<file path="config.mk">
export PLATFORM = sky130hd
export DESIGN_NAME = byte_load_sequencer
export DESIGN_NICKNAME = d
export VERILOG_FILES = /design/src/rtl/byte_load_sequencer.sv
export SDC_FILE = /design/constraint.sdc
export NUM_CORES = 1
export LEC_CHECK = 0
export CORE_ASPECT_RATIO = 0.7
export CORE_MARGIN = 2
export CORE_UTILIZATION = 44
export CTS_CLUSTER_SIZE = 25
export DETAILED_ROUTE_END_ITERATION = 16
export PLACE_DENSITY_LB_ADDON = 0.25
export SLEW_MARGIN = 25
export SYNTH_ARGS = -nofsm -noshare
export SYNTH_HDL_FRONTEND = slang
export SYNTH_SLANG_ARGS = --single-unit
</file>
<file path="constraint.sdc">
create_clock -name CLK -period 2.2 [get_ports CLK]
set_input_delay 0.44 -clock CLK [delete_from_list [all_inputs] [get_ports CLK]]
set_output_delay 0.44 -clock CLK [all_outputs]
set_load 0.1 [all_outputs]
</file>
<file path="src/rtl/byte_load_sequencer.sv">
// byte_load_sequencer: turns one byte or 16-bit word load/store request into
// one or two accesses on a byte-wide memory. Words are big-endian: the high
// byte lives at the even address. Misaligned word requests are rejected
// with a one-cycle err pulse and never touch memory.
module byte_load_sequencer (
  input  logic        CLK,
  input  logic        Reset,
  input  logic        req,
  input  logic        we,
  input  logic        size,
  input  logic [15:0] addr,
  input  logic [15:0] wdata,
  output logic        busy,
  output logic        done,
  output logic        err,
  output logic [15:0] rdata,
  output logic        mem_en,
  output logic        mem_we,
  output logic [15:0] mem_addr,
  output logic [7:0]  mem_wdata,
  input  logic [7:0]  mem_rdata
);

  typedef enum logic [1:0] {
    IDLE = 2'd0,
    B0   = 2'd1,
    B1   = 2'd2,
    FIN  = 2'd3
  } state_t;

  state_t state, state_nxt;

  // Request stage: fields latched when a request is accepted, so later
  // changes on the request inputs cannot disturb the access in flight.
  logic [15:0] addr_p0;
  logic [15:0] wdata_p0;
  logic        we_p0;
  logic        size_p0;

  // Capture stage: high byte of a word load, read back during B1.
  logic [7:0]  hi_p1;

  logic        accept;
  logic        misalign;

  // Assemble a load result: word loads are big-endian, byte loads are
  // zero-extended.
  function automatic logic [15:0] load_result(input logic       word,
                                              input logic [7:0] hi,
                                              input logic [7:0] lo);
    if (word)
      return {hi, lo};
    else
      return {8'h00, lo};
  endfunction

  // State register.
  always_ff @(posedge CLK) begin
    if (Reset)
      state <= IDLE;
    else
      state <= state_nxt;
  end

  // Next-state decode and memory-side outputs.
  always_comb begin
    state_nxt = state;
    busy      = 1'b0;
    accept    = 1'b0;
    misalign  = 1'b0;
    mem_en    = 1'b0;
    mem_we    = 1'b0;
    mem_addr  = 16'h0000;
    mem_wdata = 8'h00;
    case (state)
      IDLE: begin
        if (req) begin
          if (size && addr[0]) begin
            misalign = 1'b1;
          end else begin
            accept    = 1'b1;
            state_nxt = B0;
          end
        end
      end
      B0: begin
        busy      = 1'b1;
        mem_en    = 1'b1;
        mem_we    = we_p0;
        mem_addr  = addr_p0;
        mem_wdata = size_p0 ? wdata_p0[15:8] : wdata_p0[7:0];
        state_nxt = size_p0 ? B1 : FIN;
      end
      B1: begin
        busy      = 1'b1;
        mem_en    = 1'b1;
        mem_we    = we_p0;
        mem_addr  = addr_p0 | 16'h0001;
        mem_wdata = wdata_p0[7:0];
        state_nxt = FIN;
      end
      FIN: begin
        busy      = 1'b1;
        state_nxt = IDLE;
      end
      default: begin
        state_nxt = IDLE;
      end
    endcase
  end

  // Latch the request fields on acceptance.
  always_ff @(posedge CLK) begin
    if (accept) begin
      addr_p0  <= addr;
      wdata_p0 <= wdata;
      we_p0    <= we;
      size_p0  <= size;
    end
  end

  // Capture the high byte of a word load; its read data arrives in B1.
  always_ff @(posedge CLK) begin
    if (state == B1 && !we_p0)
      hi_p1 <= mem_rdata;
  end

  // Completion, error pulse and load result; reset aborts without done.
  always_ff @(posedge CLK) begin
    if (Reset) begin
      done  <= 1'b0;
      err   <= 1'b0;
      rdata <= 16'h0000;
    end else begin
      done <= (state == FIN);
      err  <= misalign;
      if (state == FIN && !we_p0)
        rdata <= load_result(size_p0, hi_p1, mem_rdata);
    end
  end

endmodule

</file>
==> flow_metrics.tcl, run 1 <==
set metrics [dict create \
    fin_crit_sh_pct 99.1 \
    routed_wl_microns 5860 \
    syn_avg_cell_area_sq_um 13.0 \
    critPathKind "reg2out" \
    power.density_mw_per_mm2 1410 \
    die_area_sq_mm 0.00619 \
    chipWidth_microns 93.2 \
    yosysSeqAreaShare_pct 67.8 \
    status "finished, final reports clean" \
    cts_max_path_buffers 2 \
    overflow 0 \
    cp-start-kind "flop" \
    root_buffer "clkbuf_8" \
    vias 1793 \
    fin_worst_skew_ps 11.9 \
    peakVddDrop_v 0.000943 \
    synth_flop_cell "edfxtp_1" \
    grt_use_total_pct 20.8 \
    setup-violations-final 0 \
    hpwl_microns 3970 \
    drt_iter0_drc 80 \
    die_h_microns 66.4 \
    synth.top_cell.area_share_pct 51.5 \
    clk_pin_slew_ps 70 \
    crit_arrival_ps 1740 \
    wl_per_cell_microns 15.9 \
    io_pins 90 \
    synth_top_family_by_area "simple AND/OR/NAND/NOR gates" \
    synth_mux_area_share_pct 3.83 \
    row_count 22 \
    finish.instance_area_sq_mm 0.00408 \
    hold_viol 0 \
    synth.cell_area_sq_mm 0.00245 \
    fin_crit_ps 2180 \
    firstDrtPassIters 4 \
    place_congestion 0.775 \
    worst_ep_required_time_ps 1760 \
    grt_pass1_wl_microns 9310 \
    dpl-instance-area_sq_mm 0.00375 \
    async_flop_share_pct 0 \
    synth-xor-area-share_pct 0 \
    rsz0062_at_grt "yes" \
    antenna_found_initial 0 \
    post-place-ws_ps 176 \
    nNetsFinal 342 \
    synth_common_cells "edfxtp_1, nand2_1, dfxtp_1" \
    cap_violations 0 \
    synthSimpleGateAreaFrac_pct 13.7 \
    n_antenna_cell 0 \
    synth_top_cell_by_area "edfxtp_1" \
    drive_gt1_share_pct 40.4 \
    fmax_mhz 459 \
    port-buffer-count 89 \
    endpoint_kind "primary output" \
    synth_cell_type_count 25 \
    cts_buffers 9 \
    leakagePower_nw 1.52 \
    h-tree-depth 3 \
    holdCritPathClass "reg2reg" \
    vias_per_cell 4.86 \
    synth_nets 239 \
    grt_start_max_net_pins 18 \
    start_util_pct 46.1 \
    synthMostInstantiatedCell "edfxtp_1" \
    area_growth_pct 66.4 \
    ant_nets 0 \
    synth-edff-count 42 \
    timing.final.max_slew_violations 0 \
    postSynthCellCount 189 \
    core_sq_mm 0.00531 \
    relSlewSlack_pct 58.1 \
    grt_pass1_vias 1814 \
    drc 0 \
    synthTopCellsByArea "edfxtp_1, dfxtp_1, and2_1" \
    synth-adder-area-share_pct 2.55 \
    tritoncts "yes" \
    worstPathMaxFanout 9 \
    fin_ws_ps 20.0 \
    ys_warn_count 0 \
    clock_sinks 62 \
    synth_compound_gate_area_share_pct 8.07 \
    clock_latency_ps 340 \
    worstMarginPinSlew_ps 629 \
    nFillCells 321 \
    ys_ff_latch 62 \
]
[through the flow]
stage	hold slack [ps]	instances	utilization, %	power (mW)	setup TNS (ps)
after global routing	474	369	76.7	5.97	-132
final	456	369	76.7	5.77	0
after detailed placement	447	347	70.7	4.61	0
after floorplan	519	189	-	3.61	0
after global placement	440	347	70.7	4.57	0
after CTS	455	368	76.3	5.75	0
[worst max-delay path: stages (launching register included)]
cell and delay, ps:
edfxtp_1 430, buf_12 170, buf_6 110, mux2_4 290, a22oi_2 160, nor2b_4 70, buf_12 160
[timing repair]
item / 4_1_cts / 5_1_grt
setup buffers: 4 / 1
cloned: 1 / 0
resized for setup: 10 / 5
endpoints found under the setup margin: 24 / 21
hold buffers: 0 / 0
pin swaps: 2 / 0
[registers in the layout, summed over array words and instances (netlist names)]
register and cells:
addr_p0 16, rdata 16, wdata_p0 16, hi_p1 8, state 2, done 1
err 1, size_p0 1, we_p0 1
[cell usage in the layout (no fill, tap or decap), drive strengths merged]
| cell | n |
|---|---|
| nand2 | 26 |
| nand3 | 9 |
| buf | 60 |
| ha | 5 |
| a41o | 1 |
| o21a | 2 |
| inv | 7 |
| and2 | 16 |
| nor2b | 11 |
| clkbuf | 10 |
| a22oi | 8 |
| dfxtp | 20 |
| a211oi | 3 |
| clkinvlp | 1 |
| a21oi | 17 |
| mux2 | 8 |
| edfxtp | 42 |
| clkdlybuf4s50 | 44 |
| and3 | 1 |
| bufinv | 1 |
| clkinv | 2 |
| nor3 | 1 |
| nand2b | 2 |
[cells by family after synthesis]
logic type,count (synthesis)
AOI/OAI and AO/OA,31
and+or+nand+nor,66
buffers and inverters,17
muxes,8
adders and majority gates,5
DFF,62
[final cells by class]
| type | count | area, sq um | share of cell area, % |
|---|---|---|---|
| clock buffer | 10 | 149 | 3.65 |
| clock inverter | 6 | 66.3 | 1.63 |
| inverter | 5 | 18.8 | 0.460 |
| multi-input combinational | 110 | 833 | 20.4 |
| sequential | 62 | 1670 | 40.9 |
| tap | 72 | 90.1 | 2.21 |
| timing repair buffer | 104 | 1250 | 30.7 |
[power breakdown]
group          leakage [nW]  total [mW]  internal (mW)  switching (mW)
registers             0.554        1.55           1.47          0.0783
clock network         0.108        1.04          0.596           0.447
logic                 0.862        3.18           1.22            1.96
total                  1.52        5.77           3.29            2.48
[worst paths after layout]
| kind | start | to | slack [ps] | cells after the start |
|---|---|---|---|---|
| worst max-delay path | size_p0 | mem_wdata[6] | 20 | 6 |
| worst min-delay path | rdata[13] | rdata[13] | 460 | 2 |
| worst max register to register | state[0] | hi_p1[5] | 760 | 5 |
| worst min register to register | rdata[13] | rdata[13] | 460 | 2 |
[per-layer routing]
metal / vias up / global-route usage, % / wire (microns)
met4: 0 / 7.17 / 69
met3: 8 / 6.16 / 376
li1: 870 / - / -
met5: - / 0 / 0
met1: 850 / 24.4 / 2330
met2: 65 / 36.8 / 3090
No activity file was read; power rests on OpenSTA's default activity.
==> run 2: changes to the inputs <==
ABC_AREA = 1   (was default)
CORE_UTILIZATION = 43   (was 44)
PLACE_DENSITY = 0.83   (was default)
PLACE_DENSITY_LB_ADDON = default   (was 0.25)
clock period = 2.35 ns   (was 2.2 ns; I/O delays follow)
==> run 2 against run 1 <==
Wire length grew 15%. First-iteration DRC count increased by 78%. Critical path type unchanged. Synthesized cell count increased by 13%. Largest power group unchanged. Die area shrank 0.38%. Utilization up 0.12 points. Sequential power is 8% lower. Cell count increased by 6.8%. Largest cell class unchanged.
==> flow_metrics.tcl, run 2 <==
set metrics [dict create \
    holdCritPathClass "reg2reg" \
    power.density_mw_per_mm2 1450 \
    port-buffer-count 89 \
    worstPathMaxFanout 5 \
    synth_flop_cell "edfxtp_1" \
    chipWidth_microns 93.0 \
    syn_avg_cell_area_sq_um 11.1 \
    row_count 22 \
    worst_ep_required_time_ps 1880 \
    hold_buffers 0 \
    synthMostInstantiatedCell "edfxtp_1" \
    start_util_pct 45.1 \
    fin_ws_ps 61.1 \
    root_buffer "clkbuf_8" \
    r2r_cells 4 \
    whs_ps 467 \
    wl_per_cell_microns 17.1 \
    r2r-end "hi_p1[6]" \
    antenna_found_initial 0 \
    grt_util_met2_pct 36.8 \
    status "finished, final reports clean" \
    timing.final.max_slew_violations 0 \
    whs_endpoint "rdata[13]" \
    routed_wl_microns 6720 \
    synth_nets 264 \
    min_path_cells 2 \
    n_antenna_cell 0 \
    core_sq_mm 0.00529 \
    worstHoldStart "rdata[13]" \
    grt_pass1_vias 1966 \
    nFillCells 334 \
    fin_worst_skew_ps 6.24 \
    worstMarginPinSlew_ps 737 \
    drt_iter0_drc 142 \
    clock_latency_ps 330 \
    crit_arrival_ps 1820 \
    cts_max_path_buffers 2 \
    overflow 0 \
    grt_use_total_pct 22.5 \
    synth_top_cell_by_area "edfxtp_1" \
    final_util_pct 76.8 \
    rrSetupSlack_ps 540 \
    area_growth_pct 70.3 \
    synth-edff-count 42 \
    critPathKind "reg2out" \
    setup-violations-final 0 \
    tritoncts "yes" \
    peakVddDrop_v 0.000855 \
    yosysSeqAreaShare_pct 69.7 \
    mostFrequentLayoutCells "clkdlybuf4s50_1, edfxtp_1, buf_12, nand2_1, nor2_1" \
    met3_usage_pct 7.98 \
    die_area_sq_mm 0.00617 \
    nNetsFinal 367 \
    grt_start_max_net_pins 35 \
    fmax_mhz 437 \
    clock_sinks 62 \
    place_congestion 0.823 \
    firstDrtPassIters 5 \
    ant_nets 0 \
    synthTopCellsByArea "edfxtp_1, dfxtp_1, nor2_1" \
    hpwl_microns 4370 \
    ys_warn_count 0 \
    cp-start-kind "flop" \
    cts_buffers 9 \
    cap_violations 0 \
    endpoint_kind "primary output" \
    synth.cell_area_sq_mm 0.00238 \
    hold_viol 0 \
    postSynthCellCount 214 \
    reg_top3 "addr_p0 x16, rdata x16, wdata_p0 x16" \
    fin_crit_ps 2290 \
    vias 1917 \
    fin_crit_sh_pct 97.4 \
    io_pins 90 \
    synth_cell_type_count 17 \
    fin_total_pwr_mw 5.90 \
    synth.top_cell.area_share_pct 52.9 \
    final_common_cell "clkdlybuf4s50_1" \
    async_flop_share_pct 0 \
    clk_pin_slew_ps 70 \
    h-tree-depth 3 \
    die_h_microns 66.3 \
    relSlewSlack_pct 50.7 \
    drc 0 \
    ys_ff_latch 62 \
    drive_gt1_share_pct 32.3 \
    leakagePower_nw 1.55 \
    post-place-ws_ps 190 \
    grt_busiest_layer "met2" \
    grt_pass1_wl_microns 10100 \
    use_met1_pct 27.7 \
    synth_common_cells "edfxtp_1, nor2_1, nand2_1" \
    vias_per_cell 4.87 \
    r2r-start "state[0]" \
]
## run 2: how the worst max path moves through the flow
stage / start / to / slack, ps / depth (start not counted)
5_1_grt: state[1] / mem_wdata[4] / -40 / 7
2_1_floorplan: state[0] / mem_wdata[0] / -30 / 4
6_report: state[1] / mem_wdata[4] / 60 / 7
3_5_place_dp: state[0] / mem_addr[1] / 190 / 7
4_1_cts: state[0] / mem_wdata[1] / -10 / 7
3_3_place_gp: state[0] / mem_addr[4] / 340 / 7
## run 2: repair_timing
item,CTS,global route
cloned,1,1
buffers inserted,4,1
pin swaps,1,2
setup endpoints to repair,24,24
gates resized for setup,8,6
## run 2: logic make-up after synthesis
| group | count (synthesis) | share of synthesized area (%) |
|---|---|---|
| flip-flops | 62 | 69.7 |
| AND/OR/NAND/NOR | 90 | 15.9 |
| adder cells (fa/ha/maj) | 5 | 2.62 |
| AO/OA/AOI/OAI | 24 | 5.19 |
| buffers and inverters | 33 | 6.56 |
## run 2: per-stage QoR
stage,area (sq um),TNS [ps],std cells
after global routing,4060,-131,394
after CTS,4020,-19.9,392
after global placement,3760,0,371
after floorplan,2580,-244,214
after detailed placement,3760,0,371
final,4060,0,394
## run 2: final cells by class
cell class / count / area, sq um / area share (%)
Timing Repair Buffer: 95 / 1200 / 29.5
Multi-Input combinational cell: 121 / 831 / 20.5
Tap cell: 72 / 90.1 / 2.22
Inverter: 28 / 114 / 2.80
Clock buffer: 11 / 141 / 3.48
Clock inverter: 5 / 25.0 / 0.616
Sequential cell: 62 / 1660 / 40.9
## run 2: worst max-delay path, cell delays in order, from the launching register on
cell,delay (ps)
dfxtp_1,350
inv_2,130
ha_2,230
inv_1,130
nand2_8,160
nand3_1,130
a21oi_4,170
buf_12,190
## run 2: power by group
| group | internal, mW | total, mW | switching (mW) | leakage (nW) |
|---|---|---|---|---|
| logic | 1.19 | 3.68 | 2.49 | 0.916 |
| registers | 1.36 | 1.43 | 0.0731 | 0.552 |
| clock network | 0.400 | 0.789 | 0.389 | 0.0842 |
| total | 2.95 | 5.90 | 2.95 | 1.55 |
## run 2: per-layer routing
layer  routed length [microns]  part of all wire (%)
met2                      3350                    50
met5                         0                     0
met1                      2780                    41
met3                       466                   6.9
met4                       130                   1.9
